**src/rtl/push_button_bounce_emitter_if.sv**
```systemverilog
// rtl/push_button_bounce_emitter_if.sv - command handshake between a command source and the bounce emitter
interface push_button_bounce_emitter_if #(
    parameter int NUM_BUTTONS = 4
);
    localparam int IDX_W = (NUM_BUTTONS > 1) ? $clog2(NUM_BUTTONS) : 1;

    logic             CMD_VALID_I;
    logic             CMD_READY_O;
    logic [IDX_W-1:0] CMD_BUTTON_I;
    logic             CMD_PRESS_I;

    // command source side
    modport master (
        output CMD_VALID_I,
        output CMD_BUTTON_I,
        output CMD_PRESS_I,
        input  CMD_READY_O
    );

    // emitter side
    modport slave (
        input  CMD_VALID_I,
        input  CMD_BUTTON_I,
        input  CMD_PRESS_I,
        output CMD_READY_O
    );
endinterface

```
**src/rtl/push_button_bounce_emitter.sv**
```systemverilog
// rtl/push_button_bounce_emitter.sv - press/release commands to active-low bouncing button waveforms (BOUNCE_RANDOM_EN selects LFSR-gated bounce)
module push_button_bounce_emitter #(
    parameter int          NUM_BUTTONS   = 4,
    parameter int          BOUNCE_CYCLES = 50000,
    parameter int          TOGGLE_DIV    = 1250,
    parameter int          SETTLE_CYCLES = 500000,
    parameter logic [15:0] LFSR_SEED     = 16'hACE1
) (
    input  logic                         CLOCK_50_I,
    input  logic                         RESET_I,
    push_button_bounce_emitter_if.slave  cmd,
    output logic [NUM_BUTTONS-1:0]       PUSH_BUTTON_N_O,
    output logic                         BUSY_O,
    output logic                         DONE_O
);

    localparam int IDX_W = (NUM_BUTTONS > 1)   ? $clog2(NUM_BUTTONS)   : 1;
    localparam int BC_W  = (BOUNCE_CYCLES > 1) ? $clog2(BOUNCE_CYCLES) : 1;
    localparam int TD_W  = (TOGGLE_DIV > 1)    ? $clog2(TOGGLE_DIV)    : 1;
    localparam int SC_W  = (SETTLE_CYCLES > 1) ? $clog2(SETTLE_CYCLES) : 1;

    localparam logic [BC_W-1:0] BC_RELOAD = BC_W'(BOUNCE_CYCLES - 1);
    localparam logic [TD_W-1:0] TD_RELOAD = TD_W'(TOGGLE_DIV - 1);
    localparam logic [SC_W-1:0] SC_RELOAD = SC_W'(SETTLE_CYCLES - 1);

    typedef enum logic [1:0] {
        ST_IDLE   = 2'd0,
        ST_BOUNCE = 2'd1,
        ST_SETTLE = 2'd2
    } state_t;

    state_t                 r_state;
    logic [IDX_W-1:0]       r_idx;
    logic                   r_target;
    logic [BC_W-1:0]        r_bounce_cnt;
    logic [TD_W-1:0]        r_tick_cnt;
    logic [SC_W-1:0]        r_settle_cnt;
    logic [15:0]            r_lfsr;
    logic [NUM_BUTTONS-1:0] r_btn_n;
    logic                   r_ready;
    logic                   r_busy;
    logic                   r_done;

    logic                   w_accept;
    logic                   w_idx_ok;
    logic                   w_target;
    logic                   w_cur_level;
    logic                   w_noop;
    logic                   w_toggle_en;
    logic                   w_lfsr_fb;

    assign w_accept  = cmd.CMD_VALID_I & r_ready;
    assign w_idx_ok  = (32'(cmd.CMD_BUTTON_I) < NUM_BUTTONS);
    // press drives the line low, release drives it high
    assign w_target  = ~cmd.CMD_PRESS_I;
    // x^16 + x^14 + x^13 + x^11 + 1, Fibonacci form shifting left
    assign w_lfsr_fb = r_lfsr[15] ^ r_lfsr[13] ^ r_lfsr[12] ^ r_lfsr[10];

`ifdef BOUNCE_RANDOM_EN
    assign w_toggle_en = r_lfsr[0];
`else
    assign w_toggle_en = 1'b1;
`endif

    // current level of the addressed button; out-of-range indices never read the vector
    always_comb begin
        w_cur_level = 1'b1;
        if (w_idx_ok) begin
            w_cur_level = r_btn_n[cmd.CMD_BUTTON_I];
        end
    end

    assign w_noop = !w_idx_ok || (w_cur_level == w_target);

    // command FSM: accept in IDLE, toggle during BOUNCE, hold during SETTLE, pulse DONE on return
    always_ff @(posedge CLOCK_50_I or posedge RESET_I) begin
        if (RESET_I) begin
            r_state      <= ST_IDLE;
            r_idx        <= '0;
            r_target     <= 1'b1;
            r_bounce_cnt <= '0;
            r_tick_cnt   <= '0;
            r_settle_cnt <= '0;
            r_lfsr       <= LFSR_SEED;
            r_btn_n      <= '1;
            r_ready      <= 1'b1;
            r_busy       <= 1'b0;
            r_done       <= 1'b0;
        end else begin
            r_done <= 1'b0;
            case (r_state)
                ST_IDLE: begin
                    if (w_accept) begin
                        if (w_noop) begin
                            // nothing to emit, but the source still sees completion
                            r_done <= 1'b1;
                        end else begin
                            r_idx        <= cmd.CMD_BUTTON_I;
                            r_target     <= w_target;
                            r_bounce_cnt <= BC_RELOAD;
                            r_tick_cnt   <= TD_RELOAD;
                            r_state      <= ST_BOUNCE;
                            r_ready      <= 1'b0;
                            r_busy       <= 1'b1;
                        end
                    end
                end

                ST_BOUNCE: begin
                    if (r_bounce_cnt == '0) begin
                        // end of burst wins over any toggle due on the same edge
                        r_btn_n[r_idx] <= r_target;
                        r_settle_cnt   <= SC_RELOAD;
                        r_state        <= ST_SETTLE;
                    end else begin
                        r_bounce_cnt <= r_bounce_cnt - BC_W'(1);
                        if (r_tick_cnt == '0) begin
                            r_tick_cnt <= TD_RELOAD;
                            r_lfsr     <= {r_lfsr[14:0], w_lfsr_fb};
                            if (w_toggle_en) begin
                                r_btn_n[r_idx] <= ~r_btn_n[r_idx];
                            end
                        end else begin
                            r_tick_cnt <= r_tick_cnt - TD_W'(1);
                        end
                    end
                end

                ST_SETTLE: begin
                    if (r_settle_cnt == '0) begin
                        r_state <= ST_IDLE;
                        r_done  <= 1'b1;
                        r_ready <= 1'b1;
                        r_busy  <= 1'b0;
                    end else begin
                        r_settle_cnt <= r_settle_cnt - SC_W'(1);
                    end
                end

                default: begin
                    r_state <= ST_IDLE;
                    r_ready <= 1'b1;
                    r_busy  <= 1'b0;
                end
            endcase
        end
    end

    assign cmd.CMD_READY_O = r_ready;
    assign PUSH_BUTTON_N_O = r_btn_n;
    assign BUSY_O          = r_busy;
    assign DONE_O          = r_done;

endmodule

```
**src/flat_wrapper.sv**
```systemverilog
// flat-port wrapper written by rule: the top's interface ports become plain ports
module push_button_bounce_emitter_flat 
#(
    parameter int          NUM_BUTTONS   = 4,
    parameter int          BOUNCE_CYCLES = 50000,
    parameter int          TOGGLE_DIV    = 1250,
    parameter int          SETTLE_CYCLES = 500000,
    parameter logic [15:0] LFSR_SEED     = 16'hACE1
)
  (CLOCK_50_I, RESET_I, PUSH_BUTTON_N_O, BUSY_O, DONE_O, cmd_CMD_VALID_I, cmd_CMD_BUTTON_I, cmd_CMD_PRESS_I, cmd_CMD_READY_O);
  push_button_bounce_emitter_if #(.NUM_BUTTONS(NUM_BUTTONS)) cmd_i ();
  input  logic CLOCK_50_I;
  input  logic RESET_I;
  output logic [NUM_BUTTONS-1:0] PUSH_BUTTON_N_O;
  output logic BUSY_O;
  output logic DONE_O;
  input wire logic [$bits(cmd_i.CMD_VALID_I)-1:0] cmd_CMD_VALID_I;
  input wire logic [$bits(cmd_i.CMD_BUTTON_I)-1:0] cmd_CMD_BUTTON_I;
  input wire logic [$bits(cmd_i.CMD_PRESS_I)-1:0] cmd_CMD_PRESS_I;
  output wire logic [$bits(cmd_i.CMD_READY_O)-1:0] cmd_CMD_READY_O;
  assign cmd_i.CMD_VALID_I = cmd_CMD_VALID_I;
  assign cmd_i.CMD_BUTTON_I = cmd_CMD_BUTTON_I;
  assign cmd_i.CMD_PRESS_I = cmd_CMD_PRESS_I;
  assign cmd_CMD_READY_O = cmd_i.CMD_READY_O;
  push_button_bounce_emitter #(.NUM_BUTTONS(NUM_BUTTONS), .BOUNCE_CYCLES(BOUNCE_CYCLES), .TOGGLE_DIV(TOGGLE_DIV), .SETTLE_CYCLES(SETTLE_CYCLES), .LFSR_SEED(LFSR_SEED)) u_core (.CLOCK_50_I(CLOCK_50_I), .RESET_I(RESET_I), .cmd(cmd_i), .PUSH_BUTTON_N_O(PUSH_BUTTON_N_O), .BUSY_O(BUSY_O), .DONE_O(DONE_O));
endmodule
```
**config.mk**
```make
export PLATFORM = sky130hd
export DESIGN_NAME = push_button_bounce_emitter_flat
export DESIGN_NICKNAME = d
export VERILOG_FILES = /design/src/rtl/push_button_bounce_emitter_if.sv /design/src/rtl/push_button_bounce_emitter.sv /design/src/flat_wrapper.sv
export SDC_FILE = /design/constraint.sdc
export NUM_CORES = 1
export LEC_CHECK = 0
export ABC_AREA = 1
export CORE_ASPECT_RATIO = 1.5
export CORE_MARGIN = 3
export CORE_UTILIZATION = 56
export CTS_BUF_LIST = sky130_fd_sc_hd__clkbuf_16
export CTS_CLUSTER_DIAMETER = 200
export DETAILED_ROUTE_END_ITERATION = 7
export DONT_BUFFER_PORTS = 1
export PLACE_DENSITY = 0.72
export SLEW_MARGIN = 5
export SYNTH_ARGS = -nofsm -noshare
export SYNTH_HDL_FRONTEND = slang
export SYNTH_SLANG_ARGS = --single-unit
```
**constraint.sdc**
```tcl
create_clock -name CLOCK_50_I -period 4.95 [get_ports CLOCK_50_I]
set_input_delay 0.99 -clock CLOCK_50_I [delete_from_list [all_inputs] [get_ports CLOCK_50_I]]
set_output_delay 0.99 -clock CLOCK_50_I [all_outputs]
set_load 0.01 [all_outputs]
```
Word level (Yosys, flattened, before mapping) --
Index checks and enable logic that the tools add are counted.
Cells by class: add/subtract/negate cells 3, magnitude comparators 3, equality and inequality tests 9, mux-type cells 39, bitwise logic cells 5, reduce and logical (&&, ||, !) cells 14
Operator list (count):
- two-way mux 16 bit | 3
- two-way mux 11 bit | 4
- two-way mux 19 bit | 2
- case mux 19 bit (2 select lines) | 1
- case mux 16 bit (2 select lines) | 1
- case mux 11 bit (2 select lines) | 1
- logical NOT 19 bit | 1
- subtractor 19 x 1 -> 19 bit, second input constant | 1
- logical NOT 16 bit | 1
- subtractor 16 x 1 -> 16 bit, second input constant | 1
- two-way mux 1 bit | 12
- AND reduction 4 bit | 3
- logical NOT 11 bit | 1
- subtractor 11 x 1 -> 11 bit, second input constant | 1
- bitwise mux 4 bit | 2
- two-way mux 2 bit | 4
- two-way mux 4 bit | 2
- less-than comparator 2 x 3 -> 1 bit, second input constant | 2
- inequality test 2 x 1 -> 1 bit, second input constant | 3
- inequality test 2 bit, second input constant | 3
- case mux 1 bit (3 select lines) | 2
- case mux 2 bit (3 select lines) | 1
- AND reduction 3 bit | 2
- nonzero test 2 bit | 3
- 12 further kinds | 16
Storage, ports and cells: register bits 58, input bits 6, logic and storage cells 83

Logic depth before layout (Yosys ltp) --
Gate-level depths: netlist of the first run.
depth after elaboration 7, mapped depth 11, mapped depth without buffers 10

Worst setup path after synthesis of the first run --
Ideal clock, no wire load.
path kind input-to-reg, start input cmd_CMD_BUTTON_I[0], end register u_core.r_bounce_cnt[5], arrival 1.828 ns, required time 4.833 ns, path slack 3.006 ns, stages on the path 11, path buffers 1, path through inv_2 -> nand2_1 -> nand3_1 -> nand2_1 -> nand2_1 -> nand3_1 -> nand2_2 -> nand2_4 -> buf_6 -> nand2_1 -> nand2_1
On the way: longest elaborated chain between the ends 5
RTL lines:
- from (decl) | RTL line flat_wrapper.sv:18 | input wire logic [$bits(cmd_i.CMD_BUTTON_I)-1:0] cmd_CMD_BUTTON_I;
- binary-select mux 1 bit (select 2 bit) | RTL line push_button_bounce_emitter.sv:69 | w_cur_level = r_btn_n[cmd.CMD_BUTTON_I];
- two-way mux 1 bit (not written as such) | RTL line push_button_bounce_emitter.sv:69
- == test 1 bit | RTL line push_button_bounce_emitter.sv:73 | assign w_noop = !w_idx_ok || (w_cur_level == w_target);
- inequality test 2 bit (no line)
- AND reduction 4 bit (no line)
- to (signal assigned) | RTL line push_button_bounce_emitter.sv:116 | r_bounce_cnt <= r_bounce_cnt - BC_W'(1);
- to (decl) | RTL line push_button_bounce_emitter.sv:35 | logic [BC_W-1:0] r_bounce_cnt;
Every way passes these cells. The select of a mux whose other input is x is not followed. A chain may end at the register's enable or synchronous reset.

Final worst setup path of the first run --
start register u_core.r_state[1], end register u_core.r_bounce_cnt[4]
On the way: longest elaborated chain between the ends 3
RTL lines:
- from (decl) | RTL line push_button_bounce_emitter.sv:32 | state_t r_state;
- from (signal assigned) | RTL line push_button_bounce_emitter.sv:78 | r_state <= ST_IDLE;
- from (signal assigned) | RTL line push_button_bounce_emitter.sv:102 | r_state <= ST_BOUNCE;
- from (signal assigned) | RTL line push_button_bounce_emitter.sv:114 | r_state <= ST_SETTLE;
- == test 2 x 1 -> 1 bit or logical NOT 2 bit (tied branches) | RTL line push_button_bounce_emitter.sv:91 | case (r_state)
- inequality test 2 bit (no line) (tied with other cells)
- AND reduction 4 bit (no line)
Several ways; a longest one is shown, not always the timed one.

==> results of run 1 <==
power groups by stage:
stage / clock network, mW / logic [mW] / registers, mW
detailed placement: 0 / 0.0147 / 0.483
CTS: 0.543 / 0.0146 / 0.475
floorplan: 0 / 0.0104 / 0.483
finish: 0.530 / 0.0139 / 0.475
global placement: 0 / 0.0143 / 0.483
global route: 0.568 / 0.0163 / 0.475
worst max-delay path: stages, from the launching register on:
cell and delay, ns:
dfrtp_1 0.39, inv_1 0.09, ha_1 0.15, buf_4 0.26
inv_1 0.30, nand2_1 0.16, o21ai_2 0.07, inv_2 0.33
nand2_4 0.28, nand2_1 0.13, nand2_1 0.06
sequential cells by signal, indices dropped and copies added (netlist names):
register	flops
u_core.PUSH_BUTTON_N_O	4
u_core.BUSY_O	1
u_core.r_target	1
u_core.r_settle_cnt	19
u_core.DONE_O	1
u_core.r_state	2
u_core.r_bounce_cnt	16
u_core.r_tick_cnt	11
u_core.r_idx	2
u_core.cmd.CMD_READY_O	1
cells in the mapped netlist, drive strengths merged, types with 2 or more instances:
library cell / count / area share, %
nand3: 75 / 10
nand4: 6 / 1.1
dfstp: 6 / 4.0
or2: 5 / 0.79
nand2: 230 / 22
nor2: 91 / 9.8
o21ai: 25 / 3.3
clkbuf: 5 / 0.47
xnor2: 5 / 1.1
ha: 6 / 1.9
buf: 11 / 1.9
dfrtp: 52 / 33
inv: 59 / 5.6
nor3: 4 / 0.51
nand3b: 6 / 1.1
xor2: 4 / 0.89
a21o: 7 / 1.3
a21oi: 2 / 0.25
layout make-up:
| type | count | share of cell area, % |
|---|---|---|
| multi-input cells | 467 | 51.6 |
| flip-flops and latches | 58 | 34.5 |
| clock buffers | 9 | 5.33 |
| inverters | 59 | 5.24 |
| well taps | 76 | 2.25 |
| clock inverters | 7 | 0.681 |
| repair buffers | 2 | 0.356 |
per-layer routing:
layer,vias up,GRT usage (%),wire (µm)
li1,1887,-,-
met1,1706,25.1,3580
met2,42,46.7,4940
met3,21,5.07,199
met4,0,13.9,255
met5,-,0,0
layout by cell type, fill, tap and decap left out:
master     Yosys  routed
a21o_1         7       7
a21oi_1        2       2
buf_4          3       2
clkbuf_16      0       9
clkinv_1       0       3
clkinv_2       0       2
dfrtp_1       52      52
dfstp_2        6       6
ha_1           6       6
inv_1         55      56
inv_2          4       5
nand2_1      223     223
nand2_2        6       6
nand2_4        1       1
nand3_1       72      72
nand3_4        3       3
nand3b_1       6       6
nand4_1        5       5
nand4_2        1       1
nor2_1        79      79
nor2_2         9       9
nor2_4         3       3
nor3_1         4       4
o21ai_0       17      17
o21ai_1        7       7
o21ai_2        1       1
o31ai_1        1       1
or2_2          5       5
xnor2_1        5       5
xor2_1         4       4
cell families after synthesis:
kind of cell,Yosys count,synth area share [%]
simple gates,417,46.2
buf+inv,75,7.98
flops,58,36.9
compound gates,35,5.03
xor+xnor,9,1.99
fa+ha+maj,6,1.90
per-stage QoR:
step / hold slack, ns / std cells / setup slack, ns / util (%)
2_1_floorplan: 0.464 / 600 / 2.54 / -
3_3_place_gp: 0.479 / 662 / 2.55 / 59.5
3_5_place_dp: 0.489 / 662 / 2.49 / 59.5
4_1_cts: 0.500 / 678 / 2.59 / 63.3
5_1_grt: 0.535 / 678 / 2.31 / 63.3
6_report: 0.496 / 678 / 2.59 / 63.3
final timing paths:
check / from / end / slack [ns] / depth (start not counted)
min reg2reg: u_core.cmd.CMD_READY_O / u_core.cmd.CMD_READY_O / 0.50 / 2
max: u_core.r_state[1] / u_core.r_bounce_cnt[4] / 2.59 / 10
min: u_core.cmd.CMD_READY_O / u_core.cmd.CMD_READY_O / 0.50 / 2
max reg2reg: u_core.r_state[1] / u_core.r_bounce_cnt[4] / 2.59 / 10
min in group asynchronous: RESET_I / u_core.r_bounce_cnt[10] / 0.74 / 2
max in group asynchronous: RESET_I / u_core.r_bounce_cnt[13] / 3.71 / 2
==> run metrics, run 1 <==
H-Tree Depth=3; Initial Util=59.3%; unrepaired setup endpoints after global routing=no; crit path launch type=flop; period utilisation layout=between 40% and 50%; Internal Power=about 0.8 mW; CP Max Fanout=27; Netlist Area Pre-Place=between 3000 and 4000 µm²; CORE AREA=around 6700 µm²; routability cong.=0.897; die width=~75 µm; min cycle time layout=about 2.4 ns; post-route cell area=about 4200 µm²; CTS Root Cell=clkbuf_16; clock slew at reported path FFs=approximately 0.05 ns; maximum vdd ir drop=roughly 0.26 mV; synthesized instance count=600; combinational fraction of design power=1.4%; Seq pwr share=between 40% and 50%; WS Path Type=flop to flop; hold_buf cts=0; Residual DRC=0; placed inst area=3970 µm²; HP Class=flop to flop; CTS Buf Count=9; library cells used by synthesis=30; Pwr Density=between 200 and 250 nW/µm²; share of layout cells above drive strength 1=8.80%; EDFF count, synth=0; clock power share=a little over half; mean routed wirelength per cell=13.2 µm; Vias=3656; clock sinks=58; clock tree buffer depth=2; Via density=about 5.4; first-pass GRT wire length=around 16 mm; postcts setup bufs=0; drt first pass iters=6; final WL=roughly 9 mm; Synth Net Count=just over 600; Layout area overhead=6.84%; largest net degree at the start of global routing=a little under 60; total net switching power=roughly 0.22 mW; row count=36; area taken by multi-input logic gates=around 2200 µm²; maxcap violations=0; dpl hpwl=~6.3 mm; Synth Flop Type=dfrtp_1; CP required=around 5.2 ns; Tot GR Track Use=approximately 25%; Worst Path Arrival=roughly 2.6 ns; total grt overflow=0; Worst-Skew Late Latency=0.34 ns; max_slew headroom=50.3%; register area=between 1000 and 1500 µm²; outcome=complete, no violations; setup TNS=0 ns; FFs w/ async S/R, synth=between 90% and 100%; Final nets=approximately 610; final setup fails=0; antenna cells=0; CTS tree=yes; LEAKAGE=between 2 and 2.5 nW; I/O Buffers=0; synth warn=0; PnR Total Power=between 1 and 1.5 mW; post-CTS sizing=0; initial antenna violation count=0; FF+latch count, synth=between 50 and 60; I/O pin total=13; Final Hold Viols=0; Filler Cell Count=approximately 630; antenna viol nets, final=0; Max Freq=~420 MHz; clk_skew=between 0.004 and 0.005 ns; syn_area_per_cell=approximately 6.6 µm²; Crit. End Element=flop; Worst Tran Pin Value=~0.74 ns; Final Slew Violations=0; initial drt markers=roughly 170; sequential-to-total area share from yosys stat=36.9%; Switching Fraction=between 20% and 30%; die area=roughly 8000 µm²; vias in the first global route=3650; Die H=roughly 110 µm
Note: power is estimated with default switching activity, not from simulation.
==> run 2: changes to the inputs <==
--- a/config.mk
+++ b/config.mk
@@ -13,7 +13,7 @@
 export CTS_CLUSTER_DIAMETER = 200
 export DETAILED_ROUTE_END_ITERATION = 7
 export DONT_BUFFER_PORTS = 1
-export PLACE_DENSITY = 0.72
+export PLACE_DENSITY = 0.75
 export SLEW_MARGIN = 5
 export SYNTH_ARGS = -nofsm -noshare
 export SYNTH_HDL_FRONTEND = slang
==> constraint.sdc (replaced) <==
create_clock -name CLOCK_50_I -period 2.1 [get_ports CLOCK_50_I]
set_input_delay 0.42 -clock CLOCK_50_I [delete_from_list [all_inputs] [get_ports CLOCK_50_I]]
set_output_delay 0.42 -clock CLOCK_50_I [all_outputs]
set_load 0.01 [all_outputs]
==> run 2 against run 1 <==
Effect of this change:
- non-clock buffer count grew 7
- clock skew grew 0.0034 ns
- setup slack lost 2.4 ns
- clock power grew 140%
- combinational power grew 150%
- sequential power grew 140%
- worst hold slack lost 0.48 ns
- flip-flop and latch count is the same
- via count grew 0.57%
- highest routed layer unchanged
==> run metrics, run 2 (synthesis gave the netlist of run 1 again) <==
Pwr Density=between 500 and 600 nW/µm²; hold_buf cts=0; Worst Path Arrival=2.12 ns; die area=a little over 8000 µm²; CP Cell Sequence=inv_1, ha_1, nand3_4, nor2_4, nand2_2, o21ai_2, inv_2, buf_4, nand3_1, nand2_1; HP Class=primary input to async pin; Max Freq=527 MHz; most frequent cells in the layout=nand2_1, nor2_1, nand3_1, inv_1, dfrtp_1; maxcap violations=0; Worst path slowest cell=dfrtp_1; Final nets=slightly above 600; most common cell after layout, fill and taps aside=nand2_1; drt first pass iters=4; max reg flops=19; clock tree buffer depth=2; Filler Cell Count=634; peak per-stage delay on the critical path=0.41 ns; clock slew at reported path FFs=approximately 0.05 ns; Tot GR Track Use=roughly a quarter; Residual DRC=0; antenna cells=0; max_slew headroom=69.5%; WS Path Type=flop to flop; initial antenna violation count=0; Initial Util=59.3%; Worst-Skew Late Latency=0.33 ns; crit path launch type=flop; final setup fails=0; CORE AREA=about 6700 µm²; Top reg by flops=u_core.r_settle_cnt; dpl hpwl=around 6.4 mm; post-CTS sizing=0; H-Tree Depth=3; Worst Tran Pin Value=roughly 0.46 ns; CP Max Fanout=22; Vias=3677; row count=36; Via density=5.37; total grt overflow=0; CTS Buf Count=9; I/O Buffers=0; I/O pin total=13; largest net degree at the start of global routing=37; min cycle time layout=~1.9 ns; CTS Root Cell=clkbuf_16; routability cong.=0.853; outcome=complete, no violations; initial drt markers=between 150 and 200; Fin Hold WS=~0.014 ns; Final Slew Violations=0; Final Hold Viols=0; mean routed wirelength per cell=12.9 µm; clock sinks=58; final WL=8.81 mm; maximum vdd ir drop=~0.44 mV; die width=about 75 µm; LEAKAGE=2.38 nW; vias in the first global route=between 3k and 4k; share of layout cells above drive strength 1=10.0%; Crit. End Element=flop; period utilisation layout=around 90%; postcts setup bufs=0; CTS tree=yes; Die H=roughly 110 µm; CP required=approximately 2.3 ns; first-pass GRT wire length=~15 mm; setup TNS=0 ns; unrepaired setup endpoints after global routing=no; antenna viol nets, final=0; Layout area overhead=8.52%; Largest regs=u_core.r_settle_cnt (19), u_core.r_bounce_cnt (16), u_core.r_tick_cnt (11); clk_skew=around 0.0084 ns
==> run 2: worst max-delay path: cells and delay by family, from the launching register on <==
| family | cells | cell delay [ns] |
|---|---|---|
| buffers and inverters | 3 | 0.37 |
| adder cells (fa/ha/maj) | 1 | 0.22 |
| AND/OR/NAND/NOR | 5 | 0.57 |
| AO/OA/AOI/OAI | 1 | 0.18 |
| flip-flops | 1 | 0.41 |
==> run 2: cell type report <==
class / count / area [µm²] / area share [%]
Multi-Input combinational cell: 467 / 2180 / 50.8
Clock inverter: 7 / 30.0 / 0.700
Inverter: 59 / 221 / 5.16
Sequential cell: 58 / 1460 / 34.0
Tap cell: 76 / 95.1 / 2.22
Clock buffer: 9 / 225 / 5.25
Timing Repair Buffer: 9 / 80.1 / 1.87
==> run 2: worst paths after layout <==
kind / startpoint / cells after the start / end / slack (ns)
setup / recovery: u_core.r_bounce_cnt[0] / 10 / u_core.r_tick_cnt[10] / 0.20
min in group CLOCK_50_I: cmd_CMD_PRESS_I / 1 / u_core.r_target / 0.17
hold / removal: RESET_I / 2 / u_core.r_tick_cnt[0] / 0.01
setup reg to reg: u_core.r_bounce_cnt[0] / 10 / u_core.r_tick_cnt[10] / 0.20
max in group asynchronous: RESET_I / 2 / u_core.r_target / 1.66
hold reg to reg: u_core.r_state[1] / 2 / u_core.r_state[1] / 0.50
==> run 2: power breakdown <==
group	switching, mW	internal (mW)	total, mW
Sequential	0	1.12	1.12
Combinational	0.0284	0.00602	0.0344
Clock	0.480	0.771	1.25
==> run 2: per-stage QoR <==
| stage | total power [mW] | util [%] | cell area (µm²) | std cells | setup WS (ns) |
|---|---|---|---|---|---|
| after floorplan | 1.16 | - | 3950 | 600 | 0.262 |
| after global placement | 1.17 | 60.5 | 4030 | 669 | 0.273 |
| after detailed placement | 1.17 | 60.5 | 4030 | 669 | 0.215 |
| after CTS | 2.42 | 64.3 | 4290 | 685 | 0.194 |
| after global routing | 2.50 | 64.3 | 4290 | 685 | 0.0363 |
| final | 2.41 | 64.3 | 4290 | 685 | 0.203 |
==> run 2: layer usage <==
layer	wire, µm	track usage [%]
met5	0	0
met4	182	9.41
met3	282	5.90
met2	4630	42.3
met1	3720	27.8
